### src/rtl/ref_fetch_scheduler_if.sv
// ref_fetch_scheduler_if
//   Bundles the requester, fetch-unit and response signals of the reference
//   block fetch scheduler.
//   slave  : scheduler side (drives ready, fetch address and response).
//   master : environment side (requesters, fetch unit, response consumer).
//   Signals:
//     req_valid_in/req_ready_out      per-requester handshake
//     req_x_in/req_y_in/req_poc_in    packed 32-bit addresses, requester k at [32k +: 32]
//     fetch_x/y/poc_out, fetch_valid_out, fetch_lu_blk_in   fetch unit port
//     resp_valid_out/resp_ready_in, resp_id_out, resp_lu_blk_out   response port
//     busy_out                        scheduler not idle
interface ref_fetch_scheduler_if #(
    parameter int NUM_REQ  = 2,
    parameter int ID_WIDTH = 2,
    parameter int BLK_W    = 512
);
    logic [NUM_REQ-1:0]    req_valid_in;
    logic [NUM_REQ-1:0]    req_ready_out;
    logic [32*NUM_REQ-1:0] req_x_in;
    logic [32*NUM_REQ-1:0] req_y_in;
    logic [32*NUM_REQ-1:0] req_poc_in;
    logic [31:0]           fetch_x_out;
    logic [31:0]           fetch_y_out;
    logic [31:0]           fetch_poc_out;
    logic                  fetch_valid_out;
    logic [BLK_W-1:0]      fetch_lu_blk_in;
    logic                  resp_valid_out;
    logic                  resp_ready_in;
    logic [ID_WIDTH-1:0]   resp_id_out;
    logic [BLK_W-1:0]      resp_lu_blk_out;
    logic                  busy_out;

    modport slave (
        input  req_valid_in, req_x_in, req_y_in, req_poc_in,
        input  fetch_lu_blk_in, resp_ready_in,
        output req_ready_out, fetch_x_out, fetch_y_out, fetch_poc_out,
        output fetch_valid_out, resp_valid_out, resp_id_out, resp_lu_blk_out,
        output busy_out
    );

    modport master (
        output req_valid_in, req_x_in, req_y_in, req_poc_in,
        output fetch_lu_blk_in, resp_ready_in,
        input  req_ready_out, fetch_x_out, fetch_y_out, fetch_poc_out,
        input  fetch_valid_out, resp_valid_out, resp_id_out, resp_lu_blk_out,
        input  busy_out
    );
endinterface

### src/rtl/ref_fetch_scheduler.sv
// ref_fetch_scheduler
//   Shares one reference block fetch unit between NUM_REQ requesters with
//   round-robin arbitration. A granted address is clamped to the picture,
//   held on the fetch port for FETCH_LATENCY+1 cycles, the returned 8x8 luma
//   block is captured and handed back over a valid/ready response port.
//   Ports:
//     clk    rising-edge clock
//     reset  asynchronous, active-low reset
//     bus    ref_fetch_scheduler_if.slave (requests, fetch unit, response, busy)
module ref_fetch_scheduler #(
    parameter int NUM_REQ         = 2,
    parameter int ID_WIDTH        = 2,
    parameter int BLOCK_HORI_SIZE = 8,
    parameter int BLOCK_VERT_SIZE = 8,
    parameter int IMG_WIDTH       = 1920,
    parameter int IMG_HEIGHT      = 1080,
    parameter int FETCH_LATENCY   = 2,
    parameter int BIT_DEPTH       = 8
) (
    input  logic clk,
    input  logic reset,
    ref_fetch_scheduler_if.slave bus
);
    localparam int          BLK_W  = BIT_DEPTH * BLOCK_HORI_SIZE * BLOCK_VERT_SIZE;
    localparam int          VEXT_W = 1 << ID_WIDTH;
    localparam logic [31:0] X_MAX  = 32'(IMG_WIDTH - BLOCK_HORI_SIZE);
    localparam logic [31:0] Y_MAX  = 32'(IMG_HEIGHT - BLOCK_VERT_SIZE);
    localparam logic [3:0]  LAT    = 4'(FETCH_LATENCY);

    typedef enum logic [1:0] {IDLE, FETCH, RESP} state_t;

    state_t              state;
    logic [ID_WIDTH-1:0] rr_ptr;
    logic [3:0]          cnt;
    logic [31:0]         fetch_x_q;
    logic [31:0]         fetch_y_q;
    logic [31:0]         fetch_poc_q;
    logic                fetch_valid_q;
    logic                resp_valid_q;
    logic [ID_WIDTH-1:0] resp_id_q;
    logic [BLK_W-1:0]    resp_blk_q;
    logic                busy_q;

    logic [VEXT_W-1:0]   valid_ext;
    logic [ID_WIDTH:0]   cand_sum;
    logic                grant_found;
    logic [ID_WIDTH-1:0] grant_idx;
    logic [31:0]         sel_x;
    logic [31:0]         sel_y;
    logic [31:0]         sel_poc;
    logic [NUM_REQ-1:0]  ready_vec;

    // Upper-edge clamp only; coordinates are unsigned so no lower clamp.
    function automatic logic [31:0] clamp_coord(input logic [31:0] coord,
                                                input logic [31:0] lim);
        return (coord > lim) ? lim : coord;
    endfunction

    // Round-robin search starting one past the last grant, wrapping at NUM_REQ.
    // The valid vector is widened to 2^ID_WIDTH so the index width matches.
    always_comb begin
        valid_ext   = VEXT_W'(bus.req_valid_in);
        cand_sum    = '0;
        grant_found = 1'b0;
        grant_idx   = '0;
        for (int i = 1; i <= NUM_REQ; i++) begin
            cand_sum = {1'b0, rr_ptr} + (ID_WIDTH+1)'(i);
            if (cand_sum >= (ID_WIDTH+1)'(NUM_REQ))
                cand_sum = cand_sum - (ID_WIDTH+1)'(NUM_REQ);
            if (!grant_found && valid_ext[cand_sum[ID_WIDTH-1:0]]) begin
                grant_found = 1'b1;
                grant_idx   = cand_sum[ID_WIDTH-1:0];
            end
        end
    end

    always_comb begin
        sel_x   = '0;
        sel_y   = '0;
        sel_poc = '0;
        for (int k = 0; k < NUM_REQ; k++) begin
            if (grant_idx == ID_WIDTH'(k)) begin
                sel_x   = bus.req_x_in[32*k +: 32];
                sel_y   = bus.req_y_in[32*k +: 32];
                sel_poc = bus.req_poc_in[32*k +: 32];
            end
        end
    end

    // Ready is combinational; gating with reset keeps it low while reset is held.
    always_comb begin
        ready_vec = '0;
        for (int k = 0; k < NUM_REQ; k++)
            ready_vec[k] = reset && (state == IDLE) && grant_found &&
                           (grant_idx == ID_WIDTH'(k));
    end

    always_ff @(posedge clk or negedge reset) begin
        if (!reset) begin
            state         <= IDLE;
            rr_ptr        <= ID_WIDTH'(NUM_REQ - 1);
            cnt           <= '0;
            fetch_x_q     <= '0;
            fetch_y_q     <= '0;
            fetch_poc_q   <= '0;
            fetch_valid_q <= 1'b0;
            resp_valid_q  <= 1'b0;
            resp_id_q     <= '0;
            resp_blk_q    <= '0;
            busy_q        <= 1'b0;
        end else begin
            case (state)
                IDLE: begin
                    if (grant_found) begin
                        rr_ptr        <= grant_idx;
                        resp_id_q     <= grant_idx;
                        fetch_poc_q   <= sel_poc;
                        fetch_x_q     <= clamp_coord(sel_x, X_MAX);
                        fetch_y_q     <= clamp_coord(sel_y, Y_MAX);
                        cnt           <= '0;
                        fetch_valid_q <= 1'b1;
                        busy_q        <= 1'b1;
                        state         <= FETCH;
                    end
                end
                // p0 -> p1: address held on the fetch port until capture
                FETCH: begin
                    if (cnt == LAT) begin
                        resp_blk_q    <= bus.fetch_lu_blk_in;
                        fetch_valid_q <= 1'b0;
                        resp_valid_q  <= 1'b1;
                        state         <= RESP;
                    end else begin
                        cnt <= cnt + 4'd1;
                    end
                end
                // p1 -> p2: captured block held until the consumer accepts it
                RESP: begin
                    if (bus.resp_ready_in) begin
                        resp_valid_q <= 1'b0;
                        busy_q       <= 1'b0;
                        state        <= IDLE;
                    end
                end
                default: state <= IDLE;
            endcase
        end
    end

    assign bus.req_ready_out   = ready_vec;
    assign bus.fetch_x_out     = fetch_x_q;
    assign bus.fetch_y_out     = fetch_y_q;
    assign bus.fetch_poc_out   = fetch_poc_q;
    assign bus.fetch_valid_out = fetch_valid_q;
    assign bus.resp_valid_out  = resp_valid_q;
    assign bus.resp_id_out     = resp_id_q;
    assign bus.resp_lu_blk_out = resp_blk_q;
    assign bus.busy_out        = busy_q;
endmodule

### src/flat_wrapper.sv
// flat-port wrapper written by rule: the top's interface ports become plain ports
module ref_fetch_scheduler_flat 
#(
    parameter int NUM_REQ         = 2,
    parameter int ID_WIDTH        = 2,
    parameter int BLOCK_HORI_SIZE = 8,
    parameter int BLOCK_VERT_SIZE = 8,
    parameter int IMG_WIDTH       = 1920,
    parameter int IMG_HEIGHT      = 1080,
    parameter int FETCH_LATENCY   = 2,
    parameter int BIT_DEPTH       = 8
)
  (clk, reset, bus_req_valid_in, bus_req_x_in, bus_req_y_in, bus_req_poc_in, bus_fetch_lu_blk_in, bus_resp_ready_in, bus_req_ready_out, bus_fetch_x_out, bus_fetch_y_out, bus_fetch_poc_out, bus_fetch_valid_out, bus_resp_valid_out, bus_resp_id_out, bus_resp_lu_blk_out, bus_busy_out);
  ref_fetch_scheduler_if #(.NUM_REQ(NUM_REQ), .ID_WIDTH(ID_WIDTH), .BLK_W((512))) bus_i ();
  input  logic clk;
  input  logic reset;
  input wire logic [$bits(bus_i.req_valid_in)-1:0] bus_req_valid_in;
  input wire logic [$bits(bus_i.req_x_in)-1:0] bus_req_x_in;
  input wire logic [$bits(bus_i.req_y_in)-1:0] bus_req_y_in;
  input wire logic [$bits(bus_i.req_poc_in)-1:0] bus_req_poc_in;
  input wire logic [$bits(bus_i.fetch_lu_blk_in)-1:0] bus_fetch_lu_blk_in;
  input wire logic [$bits(bus_i.resp_ready_in)-1:0] bus_resp_ready_in;
  output wire logic [$bits(bus_i.req_ready_out)-1:0] bus_req_ready_out;
  output wire logic [$bits(bus_i.fetch_x_out)-1:0] bus_fetch_x_out;
  output wire logic [$bits(bus_i.fetch_y_out)-1:0] bus_fetch_y_out;
  output wire logic [$bits(bus_i.fetch_poc_out)-1:0] bus_fetch_poc_out;
  output wire logic [$bits(bus_i.fetch_valid_out)-1:0] bus_fetch_valid_out;
  output wire logic [$bits(bus_i.resp_valid_out)-1:0] bus_resp_valid_out;
  output wire logic [$bits(bus_i.resp_id_out)-1:0] bus_resp_id_out;
  output wire logic [$bits(bus_i.resp_lu_blk_out)-1:0] bus_resp_lu_blk_out;
  output wire logic [$bits(bus_i.busy_out)-1:0] bus_busy_out;
  assign bus_i.req_valid_in = bus_req_valid_in;
  assign bus_i.req_x_in = bus_req_x_in;
  assign bus_i.req_y_in = bus_req_y_in;
  assign bus_i.req_poc_in = bus_req_poc_in;
  assign bus_i.fetch_lu_blk_in = bus_fetch_lu_blk_in;
  assign bus_i.resp_ready_in = bus_resp_ready_in;
  assign bus_req_ready_out = bus_i.req_ready_out;
  assign bus_fetch_x_out = bus_i.fetch_x_out;
  assign bus_fetch_y_out = bus_i.fetch_y_out;
  assign bus_fetch_poc_out = bus_i.fetch_poc_out;
  assign bus_fetch_valid_out = bus_i.fetch_valid_out;
  assign bus_resp_valid_out = bus_i.resp_valid_out;
  assign bus_resp_id_out = bus_i.resp_id_out;
  assign bus_resp_lu_blk_out = bus_i.resp_lu_blk_out;
  assign bus_busy_out = bus_i.busy_out;
  ref_fetch_scheduler #(.NUM_REQ(NUM_REQ), .ID_WIDTH(ID_WIDTH), .BLOCK_HORI_SIZE(BLOCK_HORI_SIZE), .BLOCK_VERT_SIZE(BLOCK_VERT_SIZE), .IMG_WIDTH(IMG_WIDTH), .IMG_HEIGHT(IMG_HEIGHT), .FETCH_LATENCY(FETCH_LATENCY), .BIT_DEPTH(BIT_DEPTH)) u_core (.clk(clk), .reset(reset), .bus(bus_i));
endmodule
### config.mk
export PLATFORM = sky130hd
export DESIGN_NAME = ref_fetch_scheduler_flat
export DESIGN_NICKNAME = d
export VERILOG_FILES = /design/src/rtl/ref_fetch_scheduler_if.sv /design/src/rtl/ref_fetch_scheduler.sv /design/src/flat_wrapper.sv
export SDC_FILE = /design/constraint.sdc
export NUM_CORES = 1
export LEC_CHECK = 0
export CELL_PAD_IN_SITES_DETAIL_PLACEMENT = 1
export CELL_PAD_IN_SITES_GLOBAL_PLACEMENT = 2
export CORE_AREA = 5 5 510 512
export CTS_BUF_LIST = sky130_fd_sc_hd__clkbuf_8
export CTS_CLUSTER_DIAMETER = 30
export CTS_CLUSTER_SIZE = 8
export DETAILED_ROUTE_END_ITERATION = 10
export DIE_AREA = 0 0 515 517
export DONT_BUFFER_PORTS = 1
export PLACE_DENSITY = 0.4
export SKIP_CTS_REPAIR_TIMING = 1
export SLEW_MARGIN = 0
export SYNTH_ARGS = -nofsm -noshare
export SYNTH_HDL_FRONTEND = slang
export SYNTH_SLANG_ARGS = --single-unit
export TNS_END_PERCENT = 20
### constraint.sdc
create_clock -name clk -period 2.6 [get_ports clk]
set_clock_uncertainty 0.1 [all_clocks]
set_input_delay 0.52 -clock clk [delete_from_list [all_inputs] [get_ports clk]]
set_output_delay 0.52 -clock clk [all_outputs]
set_load 0.01 [all_outputs]
**Yosys cells after proc, flatten, opt, wreduce, memory -nomap -nowiden**

Cells that the tools add are included.

- $add $sub $neg: 5
- Multiply operators: 0
- Divide/modulo/power cells: 0
- Magnitude comparators: 6
- Eq/ne operators: 8
- Shift-type cells: 0
- Muxes and demuxes: 32
- Bitwise operators: 0
- Reduce and logical (&&, ||, !) cells: 18

Operators by type and width:

| operator | number |
|---|---|
| $mux 32 | 8 |
| $gt 32x11->1 const B | 2 |
| $reduce_and 3->1 | 5 |
| $mux 2 | 7 |
| $mux 1 | 8 |
| $mux 4 | 2 |
| $pmux 4 s2 | 1 |
| $ge 3x2->1 const B | 2 |
| $lt 2x3->1 const B | 2 |
| $pmux 1 s2 | 3 |
| $pmux 2 s3 | 1 |
| $reduce_bool 2->1 | 3 |
| $logic_and 1x1->1 | 5 |
| $add 4x1->4 const B | 1 |
| $bmux 1 s2 | 2 |
| $eq 2x1->1 const B | 2 |
| $eq 4x2->1 const B | 1 |
| $logic_not 2->1 | 2 |
| $ne 2x1->1 const B | 2 |
| $ne 2x2->1 const B | 2 |
| $reduce_and 2->1 | 2 |
| $sub 2x2->2 const B | 2 |
| $add 2x1->3 const B | 1 |
| $add 2x2->3 const B | 1 |
| 2 further kinds | 2 |

- Register bits after elaboration: 621
- Bits in latches: 0
- Memory bits (writable): 0
- ROM bits: 0
- Input bits: 709
- Output and inout port bits: 615
- Logic and storage cells: 80
- Memories: 0

**Logic depth before layout (Yosys ltp)**

- Depth in word-level cells: 14
- Gate-level depth with buffers: 9
- Gate-level depth less buffers: 7

**Worst setup path before layout**

No wires, ideal clock.

- Path kind: in2out
- From: input bus_req_valid_in[0]
- To: output bus_req_ready_out[1]
- Data arrival time: 1.520 ns
- Required time: 1.980 ns
- Slack: 0.460 ns
- Stages: 5
- Path buffers: 2
- Path through: o21ai_0 -> and2_1 -> buf_2 -> clkbuf_1 -> and3_1

- Word-level cells in the longest chain between the ends: 8
- Elaborated cells on any way between the ends: 13
- Those cells by class: 1 x eq/ne; 8 x mux; 4 x reduce/logical

RTL lines:

| element | line | source |
|---|---|---|
| start: declaration | flat_wrapper.sv:17 | `input wire logic [$bits(bus_i.req_valid_in)-1:0] bus_req_valid_in;` |
| $bmux 1 s2 | ref_fetch_scheduler.sv:70 | `if (!grant_found && valid_ext[cand_sum[ID_WIDTH-1:0]]) begin` |
| $mux 1 (not written as such) | ref_fetch_scheduler.sv:70 |  |
| $mux 1 | ref_fetch_scheduler.sv:70 |  |
| $logic_not 1->1 | ref_fetch_scheduler.sv:70 |  |
| $logic_and 1x1->1 | ref_fetch_scheduler.sv:70 |  |
| $mux 2 or $mux 1 (tied branches) | ref_fetch_scheduler.sv:70 |  |
| $eq 2x1->1 or $logic_and 1x1->1 (tied branches) | ref_fetch_scheduler.sv:95, ref_fetch_scheduler.sv:94 |  |
| $logic_and 1x1->1 (*) | ref_fetch_scheduler.sv:94 | `ready_vec[k] = reset && (state == IDLE) && grant_found &&` |
| end: declaration | flat_wrapper.sv:23 | `output wire logic [$bits(bus_i.req_ready_out)-1:0] bus_req_ready_out;` |

Every way passes the cells marked *; elsewhere a longest branch is shown, timed or not. The select of a mux whose other input is x is not followed.

**Final worst setup path**

- From: register u_core.rr_ptr[1]
- To: output bus_req_ready_out[0]

- Word-level cells in the longest chain between the ends: 11
- Elaborated cells on any way between the ends: 21
- Those cells by class: 4 x add/sub; 2 x order compare; 10 x mux; 5 x reduce/logical

RTL lines:

| element | line | source |
|---|---|---|
| start: declaration | ref_fetch_scheduler.sv:33 | `logic [ID_WIDTH-1:0] rr_ptr;` |
| start signal: assignment | ref_fetch_scheduler.sv:101 | `rr_ptr <= ID_WIDTH'(NUM_REQ - 1);` |
| start signal: assignment | ref_fetch_scheduler.sv:115 | `rr_ptr <= grant_idx;` |
| $add 2x1->3 | ref_fetch_scheduler.sv:67 | `cand_sum = {1'b0, rr_ptr} + (ID_WIDTH+1)'(i);` |
| $ge 3x2->1 or $sub 2x2->2 (tied branches) | ref_fetch_scheduler.sv:68, ref_fetch_scheduler.sv:69 |  |
| $mux 2 | ref_fetch_scheduler.sv:68 | `if (cand_sum >= (ID_WIDTH+1)'(NUM_REQ))` |
| $bmux 1 s2 | ref_fetch_scheduler.sv:70 |  |
| $mux 1 (not written as such) | ref_fetch_scheduler.sv:70 |  |
| $mux 1 | ref_fetch_scheduler.sv:70 |  |
| $logic_not 1->1 | ref_fetch_scheduler.sv:70 |  |
| $logic_and 1x1->1 | ref_fetch_scheduler.sv:70 |  |
| $mux 2 or $mux 1 (tied branches) | ref_fetch_scheduler.sv:70 |  |
| $logic_not 2->1 or $logic_and 1x1->1 (tied branches) | ref_fetch_scheduler.sv:95, ref_fetch_scheduler.sv:94 |  |
| $logic_and 1x1->1 (*) | ref_fetch_scheduler.sv:94 |  |

Marked as above.

==> results summary <==
Clock-pin slew was measured on the worst setup and hold paths at 0.05 ns. Global routing finished with a remaining overflow of 0. The total via count after detailed routing came out at roughly 18000. Counting cells, the worst reg-to-reg path comes to 7.

Leaving out fill and tap cells, the most frequent cell in the layout is sky130_fd_sc_hd__dlygate4sd3_1. The via count of the first global-routing pass came out at about 16000. Buffers inserted during clock tree synthesis total 207. The data required time at the worst endpoint is between 1.5 and 2 ns. The number of antenna violations at the first check in global routing is 98.

The count of input and output buffers is 0. The number of primary I/O pins is 1324. After layout, the minimum clock period comes to 2.761 ns. The violation count after the first detailed-route iteration is approximately 630. The routed via count divided by cell count is 2.939. The startpoint of the lowest-slack register-to-register path is u_core.rr_ptr[1].

The length of the first detailed-routing pass in iterations is 4. The post-layout utilization of the core came out at 15.48%. The final count of hold timing violations is 338.

The largest net degree at the start of global routing is 623. The instance area at placement came out at 27990 um^2. The overall power consumption came out at a little over 50000 uW. At the end of routability-driven placement, the weighted congestion stood at 0.8312.

The class of the most critical setup path is reg -> out. The CTS tree is done. In the final layout, flip-flops and latches occupy around 16000 um^2.

Setup repair after global routing could not meet its margin everywhere. The count of synthesis-stage warnings from yosys came out at 0. The worst setup path is launched from a flip-flop.

At the later pin of the worst-skew pair, clock insertion delay measures 0.85 ns. The number of maximum-capacitance violations came out at 0. The CTS sink count came out at 620.

In the final layout, the share of cells above drive strength 1 is around 37%. The category of the worst setup path capture point is an output port. The number of enable-type register cells in the synthesized netlist came out at 0. The effective utilization at floorplan came out at 9.273%. The relative slew slack came out at roughly 30%. In the synthesized netlist the dominant register cell turns out to be sky130_fd_sc_hd__dfrtp_1. The cell area that synthesis handed to floorplanning was 23670 um^2. The tree is rooted in a sky130_fd_sc_hd__clkbuf_8. The total DRC errors in the routed layout is 0.

The area of the multi-input gates is ~7700 um^2. For this run, the top clock speed supported by timing is 0.3622 GHz. The overall routing resource usage came out at 10.36%. The total count of max-transition violations in the final report came out at 0. The post-layout instance area is just under 40000 um^2. The average wire per standard cell is 25.42 um. The worst-margin pin slew came out at 1.047 ns. At the worst endpoint, the arrival time is 2.14 ns.

The number of failing setup endpoints in the final timing report came out at 2. The share of the Yosys chip area taken by registers is 65.54%. The post-synthesis sequential element count came out at 620. The net count of the finished layout is 3087.

The distinct cell type count after synthesis is between 40 and 50. The checks that failed: hold timing, setup timing. The placeable core region came out at 255300 um^2. In this run the static leakage power is approximately 0.016 uW.

The half-perimeter wire length after placement came out at 120.7 mm. The endpoint identified for the worst register-to-register timing path is u_core.bus.fetch_poc_out[5]. The die is 515 um wide.

The layout-stage area growth over the synthesis result is 66.91%. The number of rows in the core area is 186. The final layout contains routed wiring with a total length of 151.8 mm. The average instance area after synthesis is roughly 15 um^2. The number of H-tree levels is 4.

The area enclosed by the die boundary came out at 266300 um^2. In this run the worst path has a maximum fanout of 4. The final cycle utilization of the critical path is 106.2%. The worst register-to-register path has a setup slack of 0.09 ns. The run finished, with violations left. Power spread over the standard cell area amounts to 1305 nW/um^2.

The synthesized instance count is 1568. The buffer levels on the longest clock path came out at 4. The share of synthesized flip-flops with an asynchronous set or reset came out at 100.0%. From bottom edge to top edge, the die measures between 500 and 600 um. The minimum hold slack is -0.7966 ns. The number of nets with antenna violations after routing came out at 0. The count of filler cells inserted in the layout is roughly 29000. The maximum VDD drop is 619.1 uV. The first-pass GRT wire length is 180.1 mm. The library cells used most frequently in the layout, excluding fill and tap cells, are sky130_fd_sc_hd__dlygate4sd3_1 (624), sky130_fd_sc_hd__dfrtp_1 (618), sky130_fd_sc_hd__mux2_2 (512). The worst-case setup margin in the final layout is -0.1608 ns.

The worst hold path belongs to the class in -> async. The total nets after synthesis came out at 2279.
-- worst max-delay path by stage --
stage / from / endpoint / slack [ns] / cells after the start
final: u_core.rr_ptr[1] / bus_req_ready_out[0] / -0.16 / 4
after global routing: u_core.rr_ptr[1] / bus_req_ready_out[0] / -0.36 / 4
after CTS: u_core.rr_ptr[1] / bus_req_ready_out[0] / -0.68 / 4
after detailed placement: u_core.cnt[0] / u_core.bus.resp_lu_blk_out[90] / 0.23 / 9
after global placement: u_core.cnt[0] / u_core.bus.resp_lu_blk_out[59] / 0.18 / 9
after floorplan: bus_req_valid_in[0] / bus_req_ready_out[1] / 0.46 / 5
-- layout make-up --
type,count,area share (%)
Tap cell,3384,10.72
Inverter,3,0.02850
Clock inverter,125,3.679
Multi-Input combinational cell,860,19.46
Timing Repair Buffer,684,17.80
Sequential cell,620,39.27
Clock buffer,252,8.777
Antenna cell,43,0.2723
-- power breakdown --
part | switching, uW | internal (uW) | total (uW)
registers | 8750 | 14200 | 22900
clock network | 6220 | 11900 | 18100
logic | 4110 | 6450 | 10600
-- state kept, by name, indices dropped and copies added, names as in the netlist --
name / flops
u_core.bus.resp_lu_blk_out: 512
u_core.bus.fetch_poc_out: 32
u_core.bus.fetch_x_out: 32
u_core.bus.fetch_y_out: 32
u_core.cnt: 4
u_core.rr_ptr: 2
u_core.state: 2
u_core.bus.busy_out: 1
u_core.bus.fetch_valid_out: 1
u_core.bus.resp_id_out: 1
u_core.bus.resp_valid_out: 1
-- critical path: stages (launching register included) --
cell and delay (ns):
sky130_fd_sc_hd__dfrtp_2 0.46, sky130_fd_sc_hd__o21bai_4 0.21, sky130_fd_sc_hd__a211oi_4 0.27, sky130_fd_sc_hd__buf_6 0.15
sky130_fd_sc_hd__and3_4 0.23
-- synthesized netlist by cell type (4+ instances only) --
master | number | area [um^2]
sky130_fd_sc_hd__dfrtp_1 | 619 | 15490
sky130_fd_sc_hd__mux2_2 | 512 | 5766
sky130_fd_sc_hd__nand2_1 | 114 | 427.9
sky130_fd_sc_hd__nor2_1 | 56 | 210.2
sky130_fd_sc_hd__and2_1 | 44 | 275.3
sky130_fd_sc_hd__buf_4 | 37 | 277.8
sky130_fd_sc_hd__a31oi_1 | 36 | 225.2
sky130_fd_sc_hd__buf_2 | 27 | 135.1
sky130_fd_sc_hd__nor4_1 | 20 | 125.1
sky130_fd_sc_hd__clkbuf_1 | 17 | 63.81
sky130_fd_sc_hd__o21ai_0 | 9 | 45.04
sky130_fd_sc_hd__mux2i_1 | 7 | 70.07
sky130_fd_sc_hd__nand4_1 | 7 | 43.79
sky130_fd_sc_hd__o21ai_1 | 7 | 35.03
sky130_fd_sc_hd__nor3_1 | 6 | 30.03
sky130_fd_sc_hd__a41oi_1 | 4 | 35.03
sky130_fd_sc_hd__nand3_1 | 4 | 20.02
-- metal layers --
layer | share of wire, % | global-route usage [%] | wire, um | vias up
li1 | - | - | - | 7256
met1 | 32 | 8.884 | 48150 | 8659
met2 | 47 | 16.68 | 70890 | 1238
met3 | 18 | 9.651 | 26940 | 355
met4 | 3.7 | 4.226 | 5570 | 42
met5 | 0.17 | 0 | 256 | -
-- through the flow --
stage | setup slack [ns] | setup TNS, ns | cells
after CTS | -0.6816 | -1.423 | 5292
final | -0.1608 | -0.3183 | 5971
after detailed placement | 0.2268 | 0 | 4915
after global placement | 0.1821 | 0 | 4915
after floorplan | 0.4596 | 0 | 1568
after global routing | -0.3643 | -0.7914 | 5954
-- kinds of logic after synthesis --
family          Yosys count  synth area share, %
fa+ha+maj                 2               0.1057
compound gates           71                2.056
mux                     520                24.74
xor+xnor                  2              0.07401
flops                   620                65.54
simple gates            265                5.322
buf+inv                  88                2.156
Note: power is estimated with default switching activity, not from simulation.
